[src/rtl/ad_pkg.sv]
// rtl/ad_pkg.sv - shared types and constants for the ad_capture block
package ad_pkg;

   localparam int DATA_W_DEF = 8;

   typedef enum logic [2:0] {
      ST_IDLE      = 3'd0,
      ST_PRE       = 3'd1,
      ST_WAIT_TRIG = 3'd2,
      ST_POST      = 3'd3,
      ST_DONE      = 3'd4
   } state_e;

   localparam logic SLOPE_RISE = 1'b0;
   localparam logic SLOPE_FALL = 1'b1;

endpackage

[src/rtl/ad_capture_ram.sv]
// rtl/ad_capture_ram.sv - simple dual-port sample buffer, one write port, one registered read port
module capture_ram #(
   parameter int DATA_W = 8,
   parameter int ADDR_W = 9
) (
   input  logic              clk,
   input  logic              rst,
   input  logic              wr_en_i,
   input  logic [ADDR_W-1:0] wr_addr_i,
   input  logic [DATA_W-1:0] wr_data_i,
   input  logic              rd_en_i,
   input  logic [ADDR_W-1:0] rd_addr_i,
   output logic [DATA_W-1:0] rd_data_o
);

   logic [DATA_W-1:0] mem [2**ADDR_W];
   logic [DATA_W-1:0] rd_data_q;

   // The array carries no reset so it maps onto block RAM.
   always_ff @(posedge clk) begin
      if (wr_en_i) begin
         mem[wr_addr_i] <= wr_data_i;
      end
   end

   always_ff @(posedge clk or posedge rst) begin
      if (rst) begin
         rd_data_q <= '0;
      end else if (rd_en_i) begin
         rd_data_q <= mem[rd_addr_i];
      end
   end

   assign rd_data_o = rd_data_q;

endmodule

[src/rtl/ad_capture.sv]
// rtl/ad_capture.sv - decimating edge-triggered capture into a circular frame buffer
// with a pre-trigger window and trigger-aligned readout.
module ad_capture
   import ad_pkg::*;
#(
   parameter int DATA_W   = DATA_W_DEF,
   parameter int ADDR_W   = 9,
   parameter int PRE_TRIG = 64,
   parameter int DECIM_W  = 16
) (
   input  logic               clk,
   input  logic               rst,
   input  logic [DATA_W-1:0]  ad_data,
   input  logic [DECIM_W-1:0] decim,
   input  logic               arm,
   input  logic               force_trig,
   input  logic               trig_slope,
   input  logic [DATA_W-1:0]  trig_level,
   input  logic               rd_en,
   input  logic [ADDR_W-1:0]  rd_addr,
   output logic [DATA_W-1:0]  rd_data,
   output logic               rd_valid,
   output logic               busy,
   output logic               done,
   output logic [ADDR_W-1:0]  trig_ptr
);

   localparam logic [ADDR_W-1:0] PRE_LAST  = ADDR_W'(PRE_TRIG - 1);
   localparam logic [ADDR_W-1:0] POST_LAST = ADDR_W'((2**ADDR_W) - PRE_TRIG - 1);
   localparam logic [ADDR_W-1:0] PRE_OFS   = ADDR_W'(PRE_TRIG);

   state_e               state_q, state_d;
   logic [DATA_W-1:0]    s_cur_q, s_prev_q;
   logic [DECIM_W-1:0]   dec_cnt_q, dec_cnt_d;
   logic [ADDR_W-1:0]    wptr_q, wptr_d;
   logic [ADDR_W-1:0]    pre_cnt_q, pre_cnt_d;
   logic [ADDR_W-1:0]    post_cnt_q, post_cnt_d;
   logic [ADDR_W-1:0]    trig_ptr_q, trig_ptr_d;
   logic                 rd_valid_q;

   logic                 strobe, arm_ok, wr_en, edge_hit, trig_fire;
   logic                 busy_w, done_w;
   logic [ADDR_W-1:0]    rd_phys;

   assign strobe = (dec_cnt_q == decim);
   assign arm_ok = arm & ((state_q == ST_IDLE) | (state_q == ST_DONE));

   always_comb begin
      edge_hit = 1'b0;
      if (strobe) begin
         if (trig_slope == SLOPE_FALL) begin
            edge_hit = (s_prev_q > trig_level) && (s_cur_q <= trig_level);
         end else begin
            edge_hit = (s_prev_q < trig_level) && (s_cur_q >= trig_level);
         end
      end
   end

   assign trig_fire = (state_q == ST_WAIT_TRIG) & (edge_hit | force_trig);

   always_ff @(posedge clk or posedge rst) begin
      if (rst) begin
         state_q <= ST_IDLE;
      end else begin
         state_q <= state_d;
      end
   end

   always_comb begin
      state_d = state_q;
      case (state_q)
         ST_IDLE:      if (arm) state_d = ST_PRE;
         ST_PRE:       if (strobe && pre_cnt_q == PRE_LAST) state_d = ST_WAIT_TRIG;
         ST_WAIT_TRIG: if (trig_fire) state_d = ST_POST;
         ST_POST:      if (strobe && post_cnt_q == POST_LAST) state_d = ST_DONE;
         ST_DONE:      if (arm) state_d = ST_PRE;
         default:      state_d = ST_IDLE;
      endcase
   end

   always_comb begin
      busy_w = 1'b0;
      done_w = 1'b0;
      case (state_q)
         ST_PRE, ST_WAIT_TRIG, ST_POST: busy_w = 1'b1;
         ST_DONE:                       done_w = 1'b1;
         default: ;
      endcase
   end

   assign wr_en = strobe & busy_w;

   // The trigger sample counts as the first post-trigger sample, whether it
   // was written on this strobe or (force without strobe) on the previous one.
   always_comb begin
      dec_cnt_d  = dec_cnt_q + 1'b1;
      wptr_d     = wptr_q;
      pre_cnt_d  = pre_cnt_q;
      post_cnt_d = post_cnt_q;
      trig_ptr_d = trig_ptr_q;
      if (arm_ok) begin
         dec_cnt_d = '0;
         wptr_d    = '0;
         pre_cnt_d = '0;
      end else begin
         if (strobe) dec_cnt_d = '0;
         if (wr_en) wptr_d = wptr_q + 1'b1;
         if (state_q == ST_PRE && strobe) pre_cnt_d = pre_cnt_q + 1'b1;
         if (state_q == ST_POST && strobe) post_cnt_d = post_cnt_q + 1'b1;
         if (trig_fire) begin
            trig_ptr_d = strobe ? wptr_q : wptr_q - 1'b1;
            post_cnt_d = ADDR_W'(1);
         end
      end
   end

   always_ff @(posedge clk or posedge rst) begin
      if (rst) begin
         s_cur_q    <= '0;
         s_prev_q   <= '0;
         dec_cnt_q  <= '0;
         wptr_q     <= '0;
         pre_cnt_q  <= '0;
         post_cnt_q <= '0;
         trig_ptr_q <= '0;
         rd_valid_q <= 1'b0;
      end else begin
         s_cur_q    <= ad_data;
         if (strobe) s_prev_q <= s_cur_q;
         dec_cnt_q  <= dec_cnt_d;
         wptr_q     <= wptr_d;
         pre_cnt_q  <= pre_cnt_d;
         post_cnt_q <= post_cnt_d;
         trig_ptr_q <= trig_ptr_d;
         rd_valid_q <= rd_en;
      end
   end

   assign rd_phys = trig_ptr_q - PRE_OFS + rd_addr;

   capture_ram #(
      .DATA_W (DATA_W),
      .ADDR_W (ADDR_W)
   ) u_ram (
      .clk       (clk),
      .rst       (rst),
      .wr_en_i   (wr_en),
      .wr_addr_i (wptr_q),
      .wr_data_i (s_cur_q),
      .rd_en_i   (rd_en),
      .rd_addr_i (rd_phys),
      .rd_data_o (rd_data)
   );

   assign rd_valid = rd_valid_q;
   assign busy     = busy_w;
   assign done     = done_w;
   assign trig_ptr = trig_ptr_q;

endmodule

[config.mk]
export PLATFORM = sky130hd
export DESIGN_NAME = ad_capture
export DESIGN_NICKNAME = d
export VERILOG_FILES = /design/src/rtl/ad_pkg.sv /design/src/rtl/ad_capture_ram.sv /design/src/rtl/ad_capture.sv
export SDC_FILE = /design/constraint.sdc
export NUM_CORES = 2
export LEC_CHECK = 0
export ABC_AREA = 1
export BUFFER_PORTS_ARGS = -buffer_cell sky130_fd_sc_hd__buf_2
export CAP_MARGIN = 20
export CELL_PAD_IN_SITES_DETAIL_PLACEMENT = 1
export CELL_PAD_IN_SITES_GLOBAL_PLACEMENT = 1
export CORE_MARGIN = 4
export CORE_UTILIZATION = 54
export CTS_BUF_LIST = sky130_fd_sc_hd__clkbuf_4 sky130_fd_sc_hd__clkbuf_8
export DETAILED_ROUTE_END_ITERATION = 16
export HOLD_SLACK_MARGIN = 0.06
export PLACE_DENSITY_LB_ADDON = 0.05
export RECOVER_POWER = 50
export SETUP_SLACK_MARGIN = 0.15
export SLEW_MARGIN = 25
export SYNTH_ARGS = -nofsm -noshare
export SYNTH_HDL_FRONTEND = slang
export SYNTH_SLANG_ARGS = --single-unit
[constraint.sdc]
create_clock -name clk -period 11.5 [get_ports clk]
set_input_delay 2.875 -clock clk [delete_from_list [all_inputs] [get_ports clk]]
set_output_delay 2.875 -clock clk [all_outputs]
set_load 0.01 [all_outputs]
==> results.yml <==
outcome:
  outcome: "finished, violations left"
  violations: "capacitance limit, slew limit"
synthesis:
  synth_edf_count: 4096
  synth-async-reset-ratio_pct: 1.92
  syn_area_per_cell_sq_um: 11.7
  synth_cells: 14500
  synth_area_sq_um: 170000
  ys.flop_type: "edfxtp_1"
  ys_seq_area_share_pct: 73.5
  synth_top_area_share_pct: 72.3
  yosysWarnings: 0
  synthTopCellsByArea: "edfxtp_1, nand3_1, nand2_1"
  synth_seq_cells: 4176
  synth_fp_nets: 14600
  synth_cell_types: 40
  synth_area_leader_cell: "edfxtp_1"
global_routing:
  grt_usage_pct: 32.8
  grt_pass1_wl_microns: 798000
  antenna_found_initial: 27
  grt-ovfl-total: 0
  grt_pass1_vias: 122000
  grt_max_degree: 209
routing:
  routedWlPerCell_microns: 28.1
  dr_wl_met2_microns: 257000
  vias_per_cell: 6.18
  wl_met3_microns: 43400
  drc_errors: 0
  dr_total_vias: 118000
  wl_met1_microns: 216000
  ant_nets: 0
  drt_wl_total_microns: 539000
  drt_iter0_drc: 14300
  top_layer: "met5"
  dr.pass1.iters: 6
sta:
  setup-violations-final: 0
  fin_crit_sh_pct: 77.7
  rsz0062_at_grt: "no"
  fin_tns_setup_ps: 0
  max_slew.worst_pin.slew_ps: 7860
  finClkSkew_ps: 55.2
  fin_crit_ps: 8930
  hold_ws_ps: 494
  hold_viol_final: 0
  max_freq_ghz: 0.112
  drv_slew: 3192
  relSlewSlack_pct: -424
die:
  die_w_microns: 569
  start_util_pct: 54.4
  ios: 67
  coreArea_sq_um: 313000
  dieArea_sq_um: 324000
  rows: 205
  die_height_microns: 569
cells_and_area:
  stdcell_count: 19100
  final_cell_mix: "nand2_1, edfxtp_1, nand3_1"
  drive_gt1_share_pct: 8.79
  syn_to_final_growth_pct: 9.65
  final_core_util_pct: 59.6
  final_common_cell: "nand2_1"
  fin_nets: 14500
critical_path:
  cp.required_ps: 12080
  critical_path_class: "reg -> reg"
  crit_fanout: 51
  worst_setup_path_end_kind: "flip-flop"
  worstPathArrival_ps: 9510
  critPathLaunchType: "flip-flop"
pwr:
  power.density_nw_per_um2: 171
  p_leak_nw: 65.5
  peakVddDrop_v: 0.000126
  finalPower_mw: 31.9
placed_design:
  place.gp.congestion: 0.867
  hpwl_microns: 304000
  dp.cells: 17900
  port_buffers: 66
clock_tree:
  clkTransAtPathRegs_ps: 60
  clock_latency_ps: 1210
  clock_path_buffers: 4
  postCtsResizedCells: 0
  post_cts_hold_buffer_count: 0
  cts.htree.levels: 6
  cts_made_buffers: 679
  cts_tree: "built"
  post-cts-setup-buffers: 0
  ctsRootBufferMaster: "clkbuf_8"
  cts_sinks: 4176
flow_run:
  max_cap_violations: 46
worst_hold_path:
  worstHoldPathType: "reg -> reg"
==> cell families after synthesis <==
logic type      synth area share (%)
flops                           73.5
compound gates                 0.229
buf+inv                         2.61
xor+xnor                       0.201
fa+ha+maj                      0.299
simple gates                    23.2
==> final timing paths <==
| path | slack [ps] | startpoint | end | cells after the start |
|---|---|---|---|---|
| min in group asynchronous | 2130 | rst | dec_cnt_q[1]$_DFF_PP0_ | 2 |
| worst min-delay path | 490 | s_prev_q[5]$_DFFE_PP0P_ | s_prev_q[5]$_DFFE_PP0P_ | 2 |
| max in group asynchronous | 5320 | rst | trig_ptr[7]$_DFFE_PP0P_ | 3 |
| worst min register to register | 490 | s_prev_q[5]$_DFFE_PP0P_ | s_prev_q[5]$_DFFE_PP0P_ | 2 |
| worst max-delay path | 2570 | s_cur_q[7]$_DFF_PP0_ | u_ram.mem[3][7]$_DFFE_PP_ | 3 |
| worst max register to register | 2570 | s_cur_q[7]$_DFF_PP0_ | u_ram.mem[3][7]$_DFFE_PP_ | 3 |
==> layer usage <==
layer	vias to the layer above	global-route usage (%)
met5	-	0
met4	6	12.0
met3	1022	4.87
met2	5326	52.8
met1	60500	45.7
li1	51400	-
==> state kept, by name (all words and copies together) (netlist names) <==
| register | flops |
|---|---|
| post_cnt_q | 9 |
| trig_ptr | 9 |
| wptr_q | 9 |
| rd_valid | 1 |
| state_q | 3 |
| pre_cnt_q | 9 |
| s_cur_q | 8 |
| dec_cnt_q | 16 |
| u_ram.rd_data_o | 8 |
| s_prev_q | 8 |
| u_ram.mem | 4096 |
==> area by class of cell <==
cell class              count  area, sq um
clock buffers             950        11500
well taps                4140         5180
clock inverters           260         1500
flip-flops and latches   4176       125000
fillers                 31500       126000
repair buffers            248         1990
inverters                 102          420
multi-input cells        9251        40900
diodes                      7         17.5
==> critical path, stage by stage, from the launching register on <==
cell and delay [ps]:
dfrtp_1 1720, clkbuf_1 1780, clkbuf_1 2590, clkbuf_1 2080
==> per-stage QoR <==
stage                     setup WS, ps  instance area, sq um
final                             2570                186000
after CTS                         4430                187000
after detailed placement          3130                174000
after global placement            3110                174000
after global routing              2270                186000
after floorplan                   3140                170000
==> synthesized netlist by cell type, types with 2 or more instances <==
cell type / number
buf_1: 155
o21ai_1: 2
o21bai_1: 3
clkinv_1: 4
nor3_1: 27
nor2_1: 564
xnor2_1: 14
nand4_1: 14
nor4_1: 9
nor3_4: 2
inv_2: 8
inv_1: 90
dfrtp_1: 80
nand3b_1: 2
ha_1: 39
o21a_1: 2
a31oi_1: 2
a21oi_1: 24
buf_2: 265
xor2_1: 25
nor2_4: 2
nand2_1: 4437
o21ai_0: 28
edfxtp_1: 4096
nand3_1: 4037
nor4_2: 2
or2_2: 3
o31ai_1: 3
clkbuf_1: 571
==> power by group <==
part	leakage [nW]	total [mW]	switching, mW	internal (mW)
Combinational	20.9	2.37	1.88	0.489
Sequential	37.8	16.9	0.107	16.8
Clock	6.88	12.6	5.96	6.65
Power figures use the tool's default switching activity.
